==> config.mk <==
export PLATFORM = sky130hd
export DESIGN_NAME = conv_bias_prefetch
export DESIGN_NICKNAME = d
export VERILOG_FILES = /design/src/rtl/conv_bias_prefetch.sv
export SDC_FILE = /design/constraint.sdc
export NUM_CORES = 1
export LEC_CHECK = 0
export ABC_AREA = 1
export CORE_ASPECT_RATIO = 1.1
export CORE_MARGIN = 1
export CORE_UTILIZATION = 30
export DETAILED_ROUTE_END_ITERATION = 8
export GPL_TIMING_DRIVEN = 0
export RECOVER_POWER = 100
export SYNTH_ARGS = -nofsm -noshare
export SYNTH_HDL_FRONTEND = slang
export SYNTH_SLANG_ARGS = --single-unit
==> constraint.sdc <==
create_clock -name clk -period 2.53 [get_ports clk]
set_input_delay 0.253 -clock clk [delete_from_list [all_inputs] [get_ports clk]]
set_output_delay 0.253 -clock clk [all_outputs]
set_load 0.05 [all_outputs]
==> src/rtl/conv_bias_prefetch.sv <==
// Conv bias-fetch stage: walks X/W rounds, reads one BM bias word per round, streams it into the bias FIFO.
// Optional CONV_BIAS_STALL_CNT_EN adds a saturating stall_cnt output counting prog_full stalls.
module conv_bias_prefetch #(
    parameter int BM_AW     = 9,
    parameter int BM_DW     = 64,
    parameter int BM_RD_LAT = 2
) (
    input  logic             clk,
    input  logic             rst_n,
    input  logic             start_pulse,
    input  logic [BM_AW-1:0] B_addr,
    input  logic [15:0]      n_X_rnd_minus_1,
    input  logic [15:0]      n_W_rnd_minus_1,
    output logic             busy,
    output logic             done_pulse,
    output logic             bm_rd_en,
    output logic [BM_AW-1:0] bm_rd_addr,
    input  logic [BM_DW-1:0] bm_dout,
    input  logic             bm_dout_vld,
    output logic             fifo_wr_en,
    output logic [BM_DW-1:0] fifo_din,
`ifdef CONV_BIAS_STALL_CNT_EN
    output logic [31:0]      stall_cnt,
`endif
    input  logic             fifo_prog_full
);

    typedef enum logic [1:0] {IDLE, ISSUE, DRAIN} state_t;

    state_t           r_state;
    state_t           w_state_nxt;
    logic [BM_AW-1:0] r_base;
    logic [15:0]      r_nx;
    logic [15:0]      r_nw;
    logic [15:0]      r_x_cnt;
    logic [15:0]      r_w_cnt;
    logic [3:0]       r_outst;
    logic [3:0]       r_flush;
    logic             r_wr_en;
    logic [BM_DW-1:0] r_din;

    logic w_accept;
    logic w_issue;
    logic w_last;
    logic w_done;
    logic w_vld;
    logic w_dec;

    assign w_accept = (r_state == IDLE) && start_pulse;
    assign w_issue  = (r_state == ISSUE) && !fifo_prog_full;
    assign w_last   = w_issue && (r_x_cnt == r_nx) && (r_w_cnt == r_nw);
    assign w_done   = (r_state == DRAIN) && (r_outst == 4'd0);
    // Reads in flight at reset return for up to BM_RD_LAT cycles afterwards; drop them.
    assign w_vld    = bm_dout_vld && (r_flush == 4'd0);
    assign w_dec    = r_wr_en && (r_outst != 4'd0);

    always_comb begin
        w_state_nxt = r_state;
        busy        = 1'b0;
        done_pulse  = 1'b0;
        bm_rd_en    = w_issue;
        bm_rd_addr  = r_base + BM_AW'(r_w_cnt);
        case (r_state)
            IDLE: begin
                if (start_pulse) w_state_nxt = ISSUE;
            end
            ISSUE: begin
                busy = 1'b1;
                if (w_last) w_state_nxt = DRAIN;
            end
            DRAIN: begin
                busy       = !w_done;
                done_pulse = w_done;
                if (w_done) w_state_nxt = IDLE;
            end
            default: w_state_nxt = IDLE;
        endcase
    end

    always_ff @(posedge clk) begin
        if (!rst_n) begin
            r_state <= IDLE;
            r_base  <= '0;
            r_nx    <= '0;
            r_nw    <= '0;
            r_x_cnt <= '0;
            r_w_cnt <= '0;
            r_outst <= '0;
            r_flush <= 4'(BM_RD_LAT);
            r_wr_en <= 1'b0;
            r_din   <= '0;
        end else begin
            r_state <= w_state_nxt;
            r_wr_en <= w_vld;
            r_din   <= bm_dout;
            if (r_flush != 4'd0) r_flush <= r_flush - 4'd1;

            if (w_accept) begin
                r_base  <= B_addr;
                r_nx    <= n_X_rnd_minus_1;
                r_nw    <= n_W_rnd_minus_1;
                r_x_cnt <= '0;
                r_w_cnt <= '0;
            end else if (w_issue) begin
                if (r_w_cnt == r_nw) begin
                    r_w_cnt <= '0;
                    r_x_cnt <= r_x_cnt + 16'd1;
                end else begin
                    r_w_cnt <= r_w_cnt + 16'd1;
                end
            end

            if (w_accept)
                r_outst <= '0;
            else if (w_issue && !w_dec)
                r_outst <= r_outst + 4'd1;
            else if (!w_issue && w_dec)
                r_outst <= r_outst - 4'd1;
        end
    end

    assign fifo_wr_en = r_wr_en;
    assign fifo_din   = r_din;

`ifdef CONV_BIAS_STALL_CNT_EN
    logic [31:0] r_stall;

    always_ff @(posedge clk) begin
        if (!rst_n)
            r_stall <= '0;
        else if (w_accept)
            r_stall <= '0;
        else if ((r_state == ISSUE) && fifo_prog_full && (r_stall != '1))
            r_stall <= r_stall + 32'd1;
    end

    assign stall_cnt = r_stall;
`endif

endmodule

==> results of run 1 <==
[area by class of cell]
type / count / area share
Clock inverter: 14 / 0.0140
Timing Repair Buffer: 186 / 0.201
Multi-Input combinational cell: 549 / 0.301
Inverter: 155 / 0.0635
Sequential cell: 148 / 0.323
Clock buffer: 18 / 0.0479
Buffer: 24 / 0.0102
Tap cell: 285 / 0.0389
[cell usage in the layout, fill, tap and decap left out, types with 22 or more instances in the layout]
master           instances
nand2_1                218
inv_1                  147
dfxtp_1                145
clkdlybuf4s50_1        110
nor2_1                 101
dlygate4sd3_1           67
a21oi_1                 54
o21ai_0                 50
xor2_1                  30
nand3_1                 24
clkbuf_1                22
[power by group]
group	total [mW]	internal, mW	switching [mW]
Clock	2.46	1.33	1.13
Combinational	2.19	0.766	1.42
Sequential	2.78	2.62	0.166
[cell families after synthesis]
family                   share of synthesized area
AND/OR/NAND/NOR                              0.244
XOR/XNOR                                    0.0452
buffers and inverters                        0.106
adder cells (fa/ha/maj)                     0.0454
AO/OA/AOI/OAI                               0.0968
flip-flops                                   0.463
[how the worst min path moves through the flow]
stage,from,endpoint,slack [ns],cells past startpoint
2_1_floorplan,bm_dout[0],fifo_din[0],0.35,2
3_3_place_gp,r_nw[6],r_nw[6],0.46,2
6_report,bm_dout[29],fifo_din[29],0.35,3
5_1_grt,bm_dout[6],fifo_din[6],0.34,3
4_1_cts,bm_dout[29],fifo_din[29],0.33,3
3_5_place_dp,r_nx[9],r_nx[9],0.46,2
[worst register-to-register path, stage by stage (launching register included)]
cell and delay (ns):
dfxtp_1 0.32, inv_1 0.12, ha_1 0.21, inv_2 0.07, nor2_8 0.20, nand2_1 0.08, nor2_1 0.09, nand2_1 0.06
nor2_1 0.21, nand3_4 0.19, nand2_1 0.27, buf_2 0.32, nor2_1 0.08
[repair_timing]
item | in CTS | in global routing
setup endpoints to repair | 8 | 9
pin swaps | 0 | 1
resized for setup | 28 | 10
[metal layers]
metal / global-route usage / share of wire / routed length (um)
met3: 0.0733 / 0.11 / 1930
met4: 0.0450 / 0.0077 / 138
met1: 0.198 / 0.41 / 7390
met2: 0.297 / 0.48 / 8570
met5: 0 / 0 / 0
[metrics by stage]
step           instance area (um^2)  utilization  std cells
3_5_place_dp                   8620        0.416       1347
2_1_floorplan                  6400            -        876
4_1_cts                        9180        0.443       1379
5_1_grt                        9180        0.443       1379
6_report                       9180        0.443       1379
3_3_place_gp                   8620        0.416       1347
[flip-flops by register name, summed over array words and instances, names as in the netlist]
name / cells
fifo_din: 64
r_nw: 16
r_nx: 16
r_w_cnt: 16
r_x_cnt: 16
r_base: 9
r_flush: 4
r_outst: 4
r_state: 2
fifo_wr_en: 1
==> flow_summary.yaml, run 1 <==
timing:
  setup_violations: 0
  drv_slew: 0
  timing.final.ws_setup_ns: 0.0912
  timing.hold.ws_ns: 0.346
  worst_pin_slew_ns: 0.597
  finalCritPeriodShare: 0.964
  finClkSkew_ns: 0.0101
  period_minus_slack_ns: 2.44
  max_freq_ghz: 0.410
  tns_ns: 0
  finalHoldViolCount: 0
  maxSlewHeadroom: 0.602
status:
  outcome: "completed"
floorplanning:
  initial_core_util: 0.309
  num_io_pins: 187
  die_h_um: 155
  die_area_um2: 21900
  core-area_um2: 20700
  die_w_um: 141
  placementRows: 55
logic_synthesis:
  synth_area_um2: 6400
  ys_dominant_reg_cell: "dfxtp_1"
  yosysWarnings: 0
  synth_top_area_cell: "dfxtp_1"
  synth_area_leaders: "dfxtp_1 46%, nand2_1 13%, inv_1 8.6%"
  synth.top_cell.area_share: 0.463
  avgSynthCellArea_um2: 7.31
  yosysSeqAreaShare: 0.463
  synth_common_cells: "219 x nand2_1, 148 x dfxtp_1, 147 x inv_1"
  synth_edf_count: 0
  synth_nets: 1008
  synthArstFlopShare: 0
  synth.distinct_cells: 37
  ys_seq_elements: 148
  synth.most_common_cell: "nand2_1"
  synth_cells: 876
placed_design:
  pre_cts_ws_ns: -0.201
  dp_hpwl_um: 14100
  routabilityCongestion: 0.867
  portBuffers: 186
final_layout:
  num-nets-final: 1213
  fillCellCount: 2110
  drive_above_1_share: 0.0567
  syn2layout_area_growth_pct: 43.4
  multi_input_area_um2: 2760
  regArea_um2: 2970
  num_antenna_cells: 0
clock_tree:
  cts_hold_buf: 0
  cts.sinks: 148
  clk_path_buf_depth: 2
  clock-root-buffer: "clkbuf_16"
  clk_pin_slew_ns: 0.07
  worstSkewPairLatency_ns: 0.42
  cts_htree_levels: 4
  cts_tree: "done"
  post_cts_buffers: 0
  cts_made_buffers: 17
job:
  cap_violations: 0
worst_setup_path:
  crit_fanout: 10
  crit_slowest_cell: "clkdlybuf4s50_1"
  rr_endpoint: "r_w_cnt[9]"
  cp.depth: 5
  worst-path-buf-inv: 3
  reg2regPathDepth: 12
  regToRegStartpoint: "r_state[1]"
  worstPathRequired_ns: 2.28
  cp-end-kind: "output port"
  critPathTopFamily: "buffers and inverters"
  ff2ff_setup_slack_ns: 0.20
  endpoint: "bm_rd_en"
  startpoint_type: "flop"
  max_stage_delay_ns: 0.84
  crit_start: "r_state[1]"
  cp_cell_sequence: "inv_1, ha_1, inv_2, nor2_8, clkdlybuf4s50_1"
  crit_arrival_ns: 2.19
  setup.worst_path.class: "reg2out"
pwr:
  ir_worst_vdd_mv: 0.559
  p_leak_nw: 4.31
  power_density_nw_per_um2: 809
  p_total_mw: 7.43
global_route:
  grt_pass1_wl_um: 29200
  grt_max_degree: 17
  grt_use_total: 0.174
  antenna_found_initial: 0
  grt_overflow: 0
  grt_pass1_vias: 5888
min_path:
  min_path_type: "in2reg"
detailed_routing:
  drc: 0
  wl_um: 18000
  ant_nets: 0
  first_pass_iters: 5
  drt-initial-drc-count: 238
  wire_per_inst_um: 13.1
  viasPerCell: 4.29
  vias: 5914
(Power assumes the default switching activity.)
==> inputs of run 2 (changes only) <==
==> constraint.sdc (replaced) <==
create_clock -name clk -period 2.5 [get_ports clk]
set_input_delay 0.25 -clock clk [delete_from_list [all_inputs] [get_ports clk]]
set_output_delay 0.25 -clock clk [all_outputs]
set_load 0.05 [all_outputs]
==> flow_summary.yaml, run 2 (synthesized netlist as in run 1, its figures left out) <==
status:
  outcome: "completed"
detailed_routing:
  drt-initial-drc-count: 208
  vias: 5917
  wl_um: 18100
  drc: 0
  viasPerCell: 4.29
  ant_nets: 0
  first_pass_iters: 5
  wire_per_inst_um: 13.1
global_route:
  antenna_found_initial: 0
  grt_pass1_wl_um: 29200
  grt.busiest_layer: "met2"
  grt_overflow: 0
  use_met2: 0.297
  grt_pass1_vias: 5888
  grt_max_degree: 17
  grt_use_total: 0.174
  globalRouteMet1Util: 0.198
  met3_usage: 0.0733
timing:
  timing.hold.ws_ns: 0.341
  maxSlewHeadroom: 0.602
  worst_pin_slew_ns: 0.597
  drv_slew: 0
  finClkSkew_ns: 0.00964
  tns_ns: 0
  finalCritPeriodShare: 0.955
  setup_violations: 0
  period_minus_slack_ns: 2.39
  finalHoldViolCount: 0
  max_freq_ghz: 0.419
final_layout:
  final_cell_mix: "218 x nand2_1, 148 x inv_1, 145 x dfxtp_1"
  num_antenna_cells: 0
  syn2layout_area_growth_pct: 43.6
  fin_area_um2: 9190
  layout_commonest_cell: "nand2_1"
  drive_above_1_share: 0.0576
  largest_reg_flops: 64
  num-nets-final: 1213
  fillCellCount: 2105
clock_tree:
  cts_made_buffers: 17
  clk_pin_slew_ns: 0.07
  worstSkewPairLatency_ns: 0.42
  cts_tree: "done"
  clk_path_buf_depth: 2
  cts_hold_buf: 0
  clock-root-buffer: "clkbuf_16"
  cts_htree_levels: 4
  post_cts_buffers: 0
  cts.sinks: 148
pwr:
  p_total_mw: 7.52
  power_density_nw_per_um2: 818
  p_leak_nw: 4.30
  ir_worst_vdd_mv: 0.570
worst_setup_path:
  worstPathRequired_ns: 2.25
  cp-end-kind: "output port"
  ff2ff_setup_slack_ns: 0.24
  rr_endpoint: "r_outst[3]"
  crit_arrival_ns: 2.14
  setup.worst_path.class: "reg2out"
  reg2regPathDepth: 12
  crit_fanout: 5
  startpoint_type: "flop"
  regToRegStartpoint: "r_state[1]"
floorplanning:
  initial_core_util: 0.309
  placementRows: 55
  core-area_um2: 20700
  die_w_um: 141
  die_h_um: 155
  num_io_pins: 187
  die_area_um2: 21900
min_path:
  worstHoldPathCells: 3
  hold-path-endpoint: "fifo_din[29]"
  hold_start: "bm_dout[29]"
  min_path_type: "in2reg"
placed_design:
  dp_hpwl_um: 14100
  placed_area_um2: 8620
  portBuffers: 186
  routabilityCongestion: 0.867
job:
  cap_violations: 0
-- run 2: cell count changes in the layout (fill, tap and decap cells not counted), sizes merged --
cell / change
clkbuf: +2
clkdlybuf4s50: -1
dlygate4sd2: -1
-- run 2: layer usage --
layer / wire length, um / vias up
li1: - / 3096
met1: 7370 / 2620
met2: 8600 / 188
met3: 1950 / 13
met4: 149 / 0
met5: 0 / -
-- run 2: how the worst max path moves through the flow --
stage	start	end	slack, ns	cells after the start
floorplan	r_w_cnt[0]	bm_rd_addr[8]	0.23	7
global placement	r_w_cnt[0]	bm_rd_addr[6]	-0.23	9
detailed placement	r_w_cnt[0]	bm_rd_addr[6]	-0.23	9
CTS	r_w_cnt[0]	bm_rd_addr[6]	0.006	9
global route	r_w_cnt[3]	bm_rd_addr[6]	-0.04	8
finish	r_w_cnt[0]	bm_rd_addr[6]	0.11	9
-- run 2: timing repair --
action	4_1_cts	5_1_grt
setup endpoints to repair	8	8
pin swaps	0	4
resized for setup	29	17
-- run 2: worst max-delay path: stages, from the launching register on --
cell and delay, ns:
dfxtp_4 0.37, ha_2 0.19, fa_2 0.36, nand3_2 0.07, nand2_2 0.08, a21oi_2 0.12, nor2_1 0.05, nor2_1 0.12
xnor2_1 0.14, buf_4 0.22
-- run 2: power by group --
| group | internal [mW] | total (mW) | switching [mW] | leakage, nW |
|---|---|---|---|---|
| clock | 1.35 | 2.49 | 1.15 | 0.279 |
| sequential | 2.65 | 2.82 | 0.171 | 1.22 |
| combinational | 0.774 | 2.21 | 1.44 | 2.80 |
-- run 2: layout make-up --
class | instances | area, um^2 | area share
Buffer | 24 | 96.3 | 0.0105
Clock buffer | 18 | 439 | 0.0478
Clock inverter | 14 | 129 | 0.0140
Inverter | 155 | 583 | 0.0634
Multi-Input combinational cell | 549 | 2780 | 0.302
Sequential cell | 148 | 2970 | 0.323
Tap cell | 285 | 357 | 0.0388
Timing Repair Buffer | 186 | 1840 | 0.200
-- run 2: stage by stage --
stage / setup WS, ns / std cells / utilization
finish: 0.113 / 1379 / 0.444
global route: -0.0404 / 1379 / 0.444
CTS: 0.00563 / 1379 / 0.443
detailed placement: -0.228 / 1347 / 0.416
global placement: -0.234 / 1347 / 0.416
floorplan: 0.228 / 876 / -
